[config.mk]
export PLATFORM = sky130hd
export DESIGN_NAME = lifm_line_generator
export DESIGN_NICKNAME = d
export VERILOG_FILES = /design/src/rtl/lifm_line_generator.sv
export SDC_FILE = /design/constraint.sdc
export NUM_CORES = 2
export LEC_CHECK = 0
export ABC_AREA = 1
export BUFFER_PORTS_ARGS = -buffer_cell sky130_fd_sc_hd__buf_2
export CAP_MARGIN = 20
export CORE_UTILIZATION = 40
export CTS_BUF_LIST = sky130_fd_sc_hd__clkbuf_4 sky130_fd_sc_hd__clkbuf_8 sky130_fd_sc_hd__clkbuf_16
export DETAILED_ROUTE_END_ITERATION = 8
export PLACE_DENSITY = 0.64
export SLEW_MARGIN = 20
export SYNTH_ARGS = -nofsm -noshare
export SYNTH_HDL_FRONTEND = slang
export SYNTH_SLANG_ARGS = --single-unit
[constraint.sdc]
create_clock -name clk -period 11.5 [get_ports clk]
set_clock_uncertainty 0.05 [all_clocks]
set_input_delay 1.15 -clock clk [delete_from_list [all_inputs] [get_ports clk]]
set_output_delay 1.15 -clock clk [all_outputs]
set_load 0.01 [all_outputs]
[src/rtl/lifm_line_generator.sv]
// Walks a single-channel IFM in SRAM and emits one lowered-IFM line (MAX_R_SIZE lanes) per weight index,
// output-position tiles outer, weight index inner; one line per MAX_R_SIZE+2 cycles when never stalled.
module lifm_line_generator #(
  parameter int WORD_WIDTH = 8,
  parameter int MAX_R_SIZE = 4,
  parameter int ADDR_WIDTH = 16
) (
  input  logic                             clk,
  input  logic                             reset,
  input  logic                             start,
  input  logic [WORD_WIDTH-1:0]            iw,
  input  logic [WORD_WIDTH-1:0]            ow,
  input  logic [WORD_WIDTH-1:0]            oh,
  input  logic [WORD_WIDTH-1:0]            fw,
  input  logic [WORD_WIDTH-1:0]            fh,
  input  logic [WORD_WIDTH-1:0]            st,
  output logic                             mem_rd_en,
  output logic [ADDR_WIDTH-1:0]            mem_addr,
  input  logic [WORD_WIDTH-1:0]            mem_rdata,
  output logic                             out_valid,
  input  logic                             out_ready,
  output logic [MAX_R_SIZE*WORD_WIDTH-1:0] lifm_line,
  output logic [WORD_WIDTH-1:0]            idx,
  output logic                             busy,
  output logic                             done
);

  localparam int WW  = WORD_WIDTH;
  localparam int AW  = ADDR_WIDTH;
  localparam int R   = MAX_R_SIZE;
  localparam int PW  = 2 * WORD_WIDTH + 1;
  localparam int FCW = $clog2(MAX_R_SIZE + 1);
  localparam logic [WW-1:0] ONE_W = WW'(1);

  typedef enum logic [1:0] {IDLE, FETCH, EMIT, DONE} state_t;

  state_t          state;
  logic [WW-1:0]   iw_r, ow_r, oh_r, fw_r, fh_r, st_r;
  logic [PW-1:0]   total_r, tile_base, lane_p;
  logic [WW-1:0]   tile_x, tile_y, lane_x, lane_y, kh, kw;
  logic [FCW-1:0]  fc;
  logic            rd_pend;

  logic            last_kw, last_idx, last_tile;
  logic [WW-1:0]   nx_kh, nx_kw, nx_tx, nx_ty;
  logic [PW-1:0]   nx_base;

  function automatic logic [AW-1:0] addr_of(input logic [WW-1:0] y, x, h, w);
    addr_of = (AW'(y) * AW'(st_r) + AW'(h)) * AW'(iw_r) + AW'(x) * AW'(st_r) + AW'(w);
  endfunction

  // Raster step of an output position with wrap at the output width; returns {y, x}.
  function automatic logic [2*WW-1:0] step_pos(input logic [WW-1:0] x, y, w);
    if (x == w - ONE_W) step_pos = {y + ONE_W, {WW{1'b0}}};
    else                step_pos = {y, x + ONE_W};
  endfunction

  assign last_kw   = (kw == fw_r - ONE_W);
  assign last_idx  = last_kw && (kh == fh_r - ONE_W);
  assign last_tile = (tile_base + PW'(R) >= total_r);

  // After a FETCH the lane walker sits on tile_base+R, which is the origin of the next tile.
  always_comb begin
    nx_kh   = kh;
    nx_kw   = kw + ONE_W;
    nx_tx   = tile_x;
    nx_ty   = tile_y;
    nx_base = tile_base;
    if (last_kw) begin
      nx_kw = '0;
      nx_kh = kh + ONE_W;
    end
    if (last_idx) begin
      nx_kh   = '0;
      nx_tx   = lane_x;
      nx_ty   = lane_y;
      nx_base = tile_base + PW'(R);
    end
  end

  always_ff @(posedge clk or posedge reset) begin
    if (reset) begin
      state     <= IDLE;
      iw_r      <= '0;
      ow_r      <= '0;
      oh_r      <= '0;
      fw_r      <= '0;
      fh_r      <= '0;
      st_r      <= '0;
      total_r   <= '0;
      tile_base <= '0;
      lane_p    <= '0;
      tile_x    <= '0;
      tile_y    <= '0;
      lane_x    <= '0;
      lane_y    <= '0;
      kh        <= '0;
      kw        <= '0;
      fc        <= '0;
      rd_pend   <= 1'b0;
      mem_rd_en <= 1'b0;
      mem_addr  <= '0;
      out_valid <= 1'b0;
      lifm_line <= '0;
      idx       <= '0;
      busy      <= 1'b0;
      done      <= 1'b0;
    end else begin
      rd_pend <= mem_rd_en;
      done    <= 1'b0;
      case (state)
        IDLE: begin
          if (start) begin
            iw_r      <= iw;
            ow_r      <= ow;
            oh_r      <= oh;
            fw_r      <= fw;
            fh_r      <= fh;
            st_r      <= st;
            total_r   <= PW'(ow) * PW'(oh);
            kh        <= '0;
            kw        <= '0;
            idx       <= '0;
            tile_base <= '0;
            tile_x    <= '0;
            tile_y    <= '0;
            busy      <= 1'b1;
            if (ow == '0 || oh == '0 || fw == '0 || fh == '0) begin
              state <= DONE;
              done  <= 1'b1;
            end else begin
              // Position (0,0) with kh=kw=0 always maps to address 0.
              state            <= FETCH;
              fc               <= '0;
              mem_rd_en        <= 1'b1;
              mem_addr         <= '0;
              {lane_y, lane_x} <= step_pos('0, '0, ow);
              lane_p           <= PW'(1);
            end
          end
        end
        FETCH: begin
          for (int j = 0; j < R; j++) begin
            if (int'(fc) == j + 1) lifm_line[j*WW +: WW] <= rd_pend ? mem_rdata : '0;
          end
          if (int'(fc) + 1 < R) begin
            mem_rd_en        <= (lane_p < total_r);
            mem_addr         <= addr_of(lane_y, lane_x, kh, kw);
            {lane_y, lane_x} <= step_pos(lane_x, lane_y, ow_r);
            lane_p           <= lane_p + PW'(1);
          end else begin
            mem_rd_en <= 1'b0;
          end
          if (int'(fc) == R) begin
            state     <= EMIT;
            out_valid <= 1'b1;
          end
          fc <= fc + FCW'(1);
        end
        EMIT: begin
          if (out_ready) begin
            out_valid <= 1'b0;
            if (last_idx && last_tile) begin
              state <= DONE;
              done  <= 1'b1;
            end else begin
              kh               <= nx_kh;
              kw               <= nx_kw;
              idx              <= last_idx ? '0 : idx + ONE_W;
              tile_base        <= nx_base;
              tile_x           <= nx_tx;
              tile_y           <= nx_ty;
              state            <= FETCH;
              fc               <= '0;
              mem_rd_en        <= 1'b1;
              mem_addr         <= addr_of(nx_ty, nx_tx, nx_kh, nx_kw);
              {lane_y, lane_x} <= step_pos(nx_tx, nx_ty, ow_r);
              lane_p           <= nx_base + PW'(1);
            end
          end
        end
        DONE: begin
          state <= IDLE;
          busy  <= 1'b0;
        end
        default: state <= IDLE;
      endcase
    end
  end

endmodule

==> flow_summary.ini <==
[run_status]
status = finished clean

[detailed_routing]
vias = 25200
antenna_left = 0
postRouteWirelength_um = 83500
wire_per_inst_um = 16.4
dr.pass1.iters = 5
drt_iter0_markers = 1824
viasPerCell = 4.95
drc_errors = 0

[logic_synthesis]
synth_area_per_cell_um2 = 7.42
ys_ff_latch = 202
netlist_instances = 4055
ys_async_sr_fraction = 1.00
synthTopCellsByCount = nand2_1, inv_1, fa_1, ha_1, nor2_1
yosysUniqueCellTypes = 61
synth.cell_area_um2 = 30100
post-synth-top-count-cell = nand2_1
synth_nets = 4775
yosysSeqAreaShare = 0.168
yosys.area.top_type = fa_1
yosysTopAreaCellShare = 0.250
yosys_warnings = 0
synthTopCellsByArea = fa_1, dfrtp_1, nand2_1
synth_enable_flop_cells = 0
ys.flop_type = dfrtp_1

[global_route]
overflow = 0
antenna_found_initial = 3
grtUsageTotal = 0.223
grt_pass1_wl_um = 136000
first_global_vias = 25300
grt_max_degree = 135

[finish]
multiInputGateArea_um2 = 20900
regArea_um2 = 5050
drive_gt1_frac = 0.0773
fillerInstances = 7579
final_cells = 5097
syn2layout_area_growth_pct = 8.71
nNetsFinal = 4827

[worst_setup_path]
max_stage_delay_ns = 0.59
cpMostUsedCell = inv_1
path_class = flop to flop
start_kind = flop
slowest_stage = xnor2_1
crit_path_end_kind = flop
cp.required_ns = 11.94
cp_max_fo = 10
arrival_ns = 11.17

[job]
maxCapViolations = 0

[clock_network]
cts_htree_levels = 1
clkSinkCount = 202
cts_tree = done
clk_path_buf_depth = 3
hold_buffers = 0
worstSkewPairLatency_ns = 0.60
clk_pin_slew_ns = 0.06
root_buffer = clkbuf_16
cts_buffers = 27

[sta]
maxSlewViolCount = 0
period_minus_slack_ns = 10.72
fin_crit_sh = 0.933
max_freq_mhz = 93.2
max_slew_margin = 0.232
tns_ns = 0
hold_viol_final = 0
worst_pin_slew_ns = 1.15
grt_setup_unrepaired = no
setup_violations = 0

[floorplanning]
coreArea_um2 = 74400
die-height_um = 276
rows = 100
io_pins = 120
die_x_um = 276
die_area_um2 = 76300
start_util = 0.404

[power_and_ir_drop]
power.density_nw_per_um2 = 147
p_total_uw = 4810
irDropWorstVdd_mv = 0.155
leakage_uw = 0.0181

[placed_design]
routabilityCongestion = 0.922
hpwl_um = 66000
io_buffers = 119
placedCellCount = 5038

[hold_path]
hp-class = flop to flop
metal layers:
metal,part of all wire,routed length [um],vias up,global-route usage
li1,-,-,12300,-
met1,0.45,38000,12100,0.312
met2,0.46,38100,714,0.366
met3,0.068,5700,117,0.0301
met4,0.021,1770,2,0.0504
met5,0.000096,8,-,0
power breakdown:
| group | leakage [uW] | internal, uW | switching (uW) |
|---|---|---|---|
| Combinational | 0.0149 | 877 | 1810 |
| Sequential | 0.00264 | 913 | 261 |
| Clock | 0.000473 | 566 | 378 |
timing repair:
action / 4_1_cts / 5_1_grt
setup buffers: 0 / 8
endpoints found under the setup margin: 0 / 5
gates resized for setup: 0 / 25
logic make-up after synthesis:
kind of cell | Yosys count | share of synthesized area
xor gates and xnor gates | 94 | 0.0274
buffers and inverters | 1104 | 0.141
adders and majority gates | 660 | 0.368
and+or+nand+nor | 1665 | 0.232
AOI/OAI and AO/OA | 330 | 0.0631
DFF | 202 | 0.168
cell usage in the layout (no fill, tap or decap), types with 6 or more instances in the layout:
| cell | n |
|---|---|
| inv_1 | 939 |
| nand2_2 | 16 |
| xor2_1 | 64 |
| a21oi_1 | 68 |
| ha_1 | 281 |
| o22ai_1 | 29 |
| nand4_1 | 46 |
| nor3_1 | 21 |
| nor4_1 | 8 |
| nand2_1 | 1086 |
| o21ai_0 | 151 |
| buf_4 | 42 |
| nand3b_1 | 15 |
| or2_2 | 10 |
| inv_2 | 16 |
| xnor2_1 | 27 |
| nand3_1 | 155 |
| clkbuf_16 | 27 |
| buf_2 | 119 |
| o21ai_1 | 12 |
| o21a_1 | 16 |
| nand2_4 | 9 |
| nor2_1 | 254 |
| nand3_2 | 6 |
| nor2_2 | 15 |
| dfrtp_1 | 202 |
| fa_1 | 376 |
| o21bai_1 | 7 |
| nor2_4 | 9 |
| clkinv_1 | 8 |
path summary, 6_finish.rpt:
path / startpoint / to / slack [ns] / depth (start not counted)
worst max register to register: fw_r[0] / mem_addr[15] / 0.78 / 51
min in group asynchronous: reset / mem_addr[6] / 0.61 / 2
max in group asynchronous: reset / total_r[14] / 9.33 / 3
worst max-delay path: fw_r[0] / mem_addr[15] / 0.78 / 51
worst min-delay path: mem_rd_en / rd_pend / 0.36 / 0
worst min register to register: mem_rd_en / rd_pend / 0.36 / 0
through the flow:
step / setup slack [ns] / area, um^2 / util / hold WS [ns]
after floorplan: 1.42 / 30100 / - / 0.385
after global placement: 0.622 / 31500 / 0.424 / 0.335
after detailed placement: 0.509 / 31500 / 0.424 / 0.338
after CTS: 0.493 / 32500 / 0.437 / 0.364
after global routing: 0.0130 / 32700 / 0.439 / 0.367
final: 0.775 / 32700 / 0.439 / 0.359
worst max-delay path, delay by kind of cell (launching register included):
| kind | cells | cell delay [ns] |
|---|---|---|
| adder cells (fa/ha/maj) | 13 | 5.73 |
| flip-flops | 1 | 0.39 |
| XOR/XNOR | 1 | 0.59 |
| AO/OA/AOI/OAI | 4 | 0.56 |
| buffers and inverters | 13 | 1.20 |
| AND/OR/NAND/NOR | 20 | 2.09 |
registers in the layout, summed over array words and instances (netlist names), 2 cells and up:
register / count
fc: 3
mem_addr: 16
tile_y: 8
kh: 8
ow_r: 8
total_r: 16
iw_r: 8
state: 2
tile_base: 15
lane_p: 17
lane_x: 8
st_r: 8
idx: 8
fw_r: 8
lifm_line: 32
kw: 8
tile_x: 8
fh_r: 8
lane_y: 8
final cells by class:
class / instances / area share
Inverter: 964 / 0.111
Clock buffer: 33 / 0.0222
Tap cell: 969 / 0.0371
Multi-Input combinational cell: 2750 / 0.640
Sequential cell: 202 / 0.155
Antenna cell: 1 / 0.0000765
Timing Repair Buffer: 162 / 0.0282
Clock inverter: 16 / 0.00731
No activity file was read; power rests on OpenSTA's default activity.
